$ cat src/rtl/imd_val_shift_mult.sv
// Multicycle shift-add multiplier (MUL / MULHU) that keeps its partial product
// in the ID stage's two intermediate-value registers.
module imd_val_shift_mult #(
  parameter int NUM_STEPS = 32,
  parameter int IMD_W     = 34
) (
  input  logic             clk_i,
  input  logic             rst_i,
  input  logic             en_i,
  input  logic             operator_i,
  input  logic [31:0]      op_a_i,
  input  logic [31:0]      op_b_i,
  input  logic [IMD_W-1:0] imd_val_q_i [2],
  output logic [IMD_W-1:0] imd_val_d_o [2],
  output logic [1:0]       imd_val_we_o,
  output logic             valid_o,
  output logic [31:0]      result_o
);

  typedef enum logic [1:0] {
    IDLE   = 2'd0,
    CALC   = 2'd1,
    FINISH = 2'd2
  } state_e;

  localparam logic [5:0] LAST_STEP = 6'(NUM_STEPS - 1);

  state_e      state_q, state_d;
  logic [5:0]  count_q, count_d;
  logic [31:0] lo, hi;
  logic [32:0] sum;

  // entry 0 holds the high accumulator, entry 1 the shrinking multiplier / low product
  assign hi  = imd_val_q_i[0][31:0];
  assign lo  = imd_val_q_i[1][31:0];
  assign sum = {1'b0, hi} + (lo[0] ? {1'b0, op_a_i} : 33'd0);

  always_ff @(posedge clk_i) begin
    if (rst_i) begin
      state_q <= IDLE;
      count_q <= 6'd0;
    end else begin
      state_q <= state_d;
      count_q <= count_d;
    end
  end

  // outputs are forced quiet while reset is held so an aborted op never writes back
  always_comb begin
    state_d        = state_q;
    count_d        = count_q;
    imd_val_d_o[0] = '0;
    imd_val_d_o[1] = '0;
    imd_val_we_o   = 2'b00;
    valid_o        = 1'b0;
    result_o       = 32'd0;
    if (rst_i) begin
      state_d = IDLE;
      count_d = 6'd0;
    end else begin
      case (state_q)
        IDLE: begin
          if (en_i) begin
            imd_val_d_o[1] = {{(IMD_W-32){1'b0}}, op_b_i};
            imd_val_we_o   = 2'b11;
            count_d        = 6'd0;
            state_d        = CALC;
          end else begin
            state_d = IDLE;
          end
        end
        CALC: begin
          if (!en_i) begin
            state_d = IDLE;
          end else begin
            imd_val_d_o[0] = {{(IMD_W-32){1'b0}}, sum[32:1]};
            imd_val_d_o[1] = {{(IMD_W-32){1'b0}}, sum[0], lo[31:1]};
            imd_val_we_o   = 2'b11;
            count_d        = count_q + 6'd1;
            if (count_q == LAST_STEP) begin
              state_d = FINISH;
            end else begin
              state_d = CALC;
            end
          end
        end
        FINISH: begin
          state_d = IDLE;
          if (en_i) begin
            valid_o  = 1'b1;
            result_o = operator_i ? hi : lo;
          end else begin
            valid_o = 1'b0;
          end
        end
        default: begin
          state_d = IDLE;
          count_d = 6'd0;
        end
      endcase
    end
  end

endmodule
$ cat config.mk
export PLATFORM = sky130hd
export DESIGN_NAME = imd_val_shift_mult
export DESIGN_NICKNAME = d
export VERILOG_FILES = /design/src/rtl/imd_val_shift_mult.sv
export SDC_FILE = /design/constraint.sdc
export NUM_CORES = 1
export LEC_CHECK = 0
export BUFFER_PORTS_ARGS = -buffer_cell sky130_fd_sc_hd__buf_2
export CAP_MARGIN = 20
export CORE_MARGIN = 8
export CORE_UTILIZATION = 47
export CTS_CLUSTER_DIAMETER = 100
export DETAILED_ROUTE_END_ITERATION = 10
export GPL_TIMING_DRIVEN = 0
export PLACE_DENSITY = 0.95
export SLEW_MARGIN = 10
export SYNTH_ARGS = -nofsm -noshare
export SYNTH_HDL_FRONTEND = slang
export SYNTH_SLANG_ARGS = --single-unit
$ cat constraint.sdc
create_clock -name clk_i -period 3.55 [get_ports clk_i]
set_input_delay 0.1775 -clock clk_i [delete_from_list [all_inputs] [get_ports clk_i]]
set_output_delay 0.1775 -clock clk_i [all_outputs]
set_load 0.03 [all_outputs]
==> results.yml <==
status:
  status: "finished clean"
pwr:
  seq_power_share_pct: 11.6
  power_frac_comb_pct: 74.7
  netSwitchingPower_mw: 0.384
  p_leak_nw: 2.77
  ir_drop_v: 0.000187
  internal-power_mw: 0.409
  powerDensity_nw_per_um2: 165
  clkPwrFrac_pct: 13.7
  switching_share_pct: 48.4
clocking:
  cts_inserted_buffers: 3
  cts_tree: "built"
  h-tree-depth: 1
  clockRootBuffer: "clkbuf_8"
  cts_setup_buffers: 0
  clockBufferDepth: 2
  clkLatencyLatePin_ns: 0.23
  clock-sinks: 8
  clkTransAtPathRegs_ns: 0.04
yosys:
  ys_seq_elements: 8
  netlist_area_sq_um: 3470
  ys_warn_count: 0
  synth_async_sr_flop_share_pct: 0
  synth.avg_cell_area_sq_um: 6.81
  synthCells: 510
  synth-edff-count: 0
  synth.distinct_cells: 50
  synthFlopType: "dfxtp_1"
  synth_seq_area_share_pct: 4.61
worst_setup_path:
  worstSetupEndpointType: "output port"
  cp_top_family: "compound AO/OA/AOI/OAI gates"
  max_stage_delay_ns: 0.38
  crit_top_cell: "buf_2"
  crit_buf_inv: 3
  critical_path_class: "primary input to output port"
  cp.arrival_ns: 3.06
  slowest_stage: "fa_1"
  startpoint_type: "primary input"
  critical_path_required_ns: 3.37
  crit_path_cell_trace: "buf_2 > and2_1 > ha_1 > inv_1 > fa_1 > nor2b_1 > o31ai_1 > and3_1 > o41ai_4 > a31oi_1 > o21ai_1 > mux2i_1 > buf_2"
  crit_fanout: 6
floorplan:
  initial_core_util_pct: 48.1
  ios: 239
  dieArea_sq_um: 10400
  die_y_um: 102
  rows: 31
  core_area_sq_um: 7210
  dieWidth_um: 102
timing:
  final-max-slew-violation-count: 0
  finalHoldViolations: 0
  rsz0062_at_grt: "no"
  tightest_slew_ns: 0.854
  finalCritPeriodShare_pct: 91.3
  setup_viol: 0
  whs_ns: 0.130
  slew_headroom_pct: 43.0
  finalClockSkew_ns: 0.000419
  min_period_ns: 3.24
  fmax_mhz: 309
  fin_setup_tns_ns: 0
cells_and_area:
  area_growth_syn_to_layout_pct: 38.5
  nets: 917
  antenna-diode-count: 0
  drive_gt1_share_pct: 33.2
job:
  cap_violations: 0
global_routing:
  grt_max_degree: 11
  gr-total-overflow: 0
  first_global_vias: 4510
  grtUsageTotal_pct: 23.7
  antenna_found_initial: 0
  grt_pass1_wl_um: 20500
drt:
  routed_wl_um: 13300
  detail_route.wl_per_cell_um: 15.7
  via_per_inst: 5.37
  drtAntennaViolNets: 0
  drt_iter0_markers: 152
  drtPass1Iterations: 4
  remaining_drc_errors: 0
  vias: 4533
placement:
  dp_hpwl_um: 11300
  gp_congestion: 0.902
  port_buffers: 229
worst_hold_path:
  hold_class: "primary input to register"
## kinds of logic after synthesis
kind of cell | synth area share [%]
buffers and inverters | 5.98
adders and majority gates | 12.5
muxes | 19.9
AOI/OAI and AO/OA | 22.3
other | 0.108
DFF | 4.61
and+or+nand+nor | 28.8
xor gates and xnor gates | 5.80
## synth_stat cells, types with 2 or more instances
master,number,share of area [%]
a211o_1,2,0.50
o21ai_1,3,0.43
a21o_1,25,5.4
and2_1,33,5.9
o21a_1,9,1.9
or3_1,5,0.90
xor2_1,11,2.8
buf_1,4,0.43
mux2i_1,69,20
buf_4,5,1.1
o31ai_1,2,0.43
clkbuf_1,27,2.9
a32o_1,2,0.58
nor3_1,9,1.3
dfxtp_1,8,4.6
xnor2_1,12,3.0
nor2_1,104,11
inv_1,13,1.4
o211ai_1,3,0.65
and4_1,2,0.50
a31oi_1,7,1.3
nor2b_1,3,0.54
nand2_1,27,2.9
o211a_1,2,0.58
a21oi_1,28,4.0
nand4_1,9,1.6
nand2b_1,3,0.54
o21bai_1,3,0.65
nand3_1,12,1.7
ha_1,33,12
and3_1,3,0.54
o21ai_0,14,2.0
## power groups by stage
stage	Sequential, mW	Combinational, mW	Clock (mW)
6_report	0.0922	0.592	0.109
5_1_grt	0.0923	0.649	0.116
4_1_cts	0.0922	0.585	0.112
3_5_place_dp	0.0937	0.582	0
2_1_floorplan	0.0935	0.404	0
3_3_place_gp	0.0936	0.568	0
## per-layer routing
metal | part of all wire (%) | wire [um] | global-route usage [%] | vias up
met5 | 0 | 0 | 0 | -
met4 | 1.8 | 241 | 6.09 | 0
li1 | - | - | - | 2271
met3 | 8.2 | 1100 | 4.90 | 18
met1 | 39 | 5210 | 26.5 | 2060
met2 | 51 | 6730 | 44.3 | 184
## per-stage QoR
step           total power, mW  setup slack, ns  util (%)  cell area (sq um)  instances
2_1_floorplan            0.497            0.720         -               3480        513
3_3_place_gp             0.662           0.0829      65.9               4750        841
3_5_place_dp             0.676           0.0672      65.9               4750        841
4_1_cts                  0.790           0.0499      66.4               4790        844
5_1_grt                  0.857           0.0942      66.6               4810        844
6_report                 0.793            0.309      66.6               4810        844
## cells in the final DEF, fill, tap and decap left out, types with 3 or more instances in the layout
cell type / n
buf_2: 230
nor2_1: 104
mux2i_1: 69
and2_1: 33
ha_1: 33
a21oi_1: 28
nand2_1: 27
clkbuf_1: 26
a21o_1: 25
o21ai_0: 14
inv_1: 13
nand3_1: 12
xnor2_1: 12
xor2_1: 11
o21a_1: 9
nand4_1: 9
nor3_1: 9
dfxtp_1: 8
a31oi_1: 7
or3_1: 5
buf_4: 5
buf_1: 4
conb_1: 4
nor2b_1: 3
and3_1: 3
nand2b_1: 3
o211ai_1: 3
o21ai_1: 3
o21bai_1: 3
clkbuf_8: 3
## timing repair
item / CTS / global route
hold buffers: 0 / 0
resized for setup: 0 / 3
setup endpoints to repair: 0 / 3
## area by class of cell
cell class,count,area [sq um]
repair buffers,229,1150
inverters,13,48.8
clock buffers,3,41.3
flip-flops and latches,8,160
plain buffers,37,160
fillers,656,2410
well taps,99,124
multi-input cells,455,3130
## final timing paths
path | end | startpoint | depth (start not counted) | slack [ns]
setup / recovery | imd_val_d_o[61] | imd_val_q_i[0] | 13 | 0.31
hold / removal | count_q[0] | rst_i | 2 | 0.13
setup reg to reg | count_q[5] | state_q[0] | 6 | 1.96
hold reg to reg | state_q[0] | count_q[5] | 2 | 0.52
## worst reg2reg max path, cell delays in order, from the launching register on
cell and delay, ns:
dfxtp_1 0.31, clkbuf_1 0.39, a21oi_1 0.20, nor2_1 0.23, nand3_1 0.13, xor2_1 0.15
nor2_1 0.05
## flip-flops by register name, summed over array words and instances (netlist names)
name     count
count_q      6
state_q      2
(Power assumes the default switching activity.)
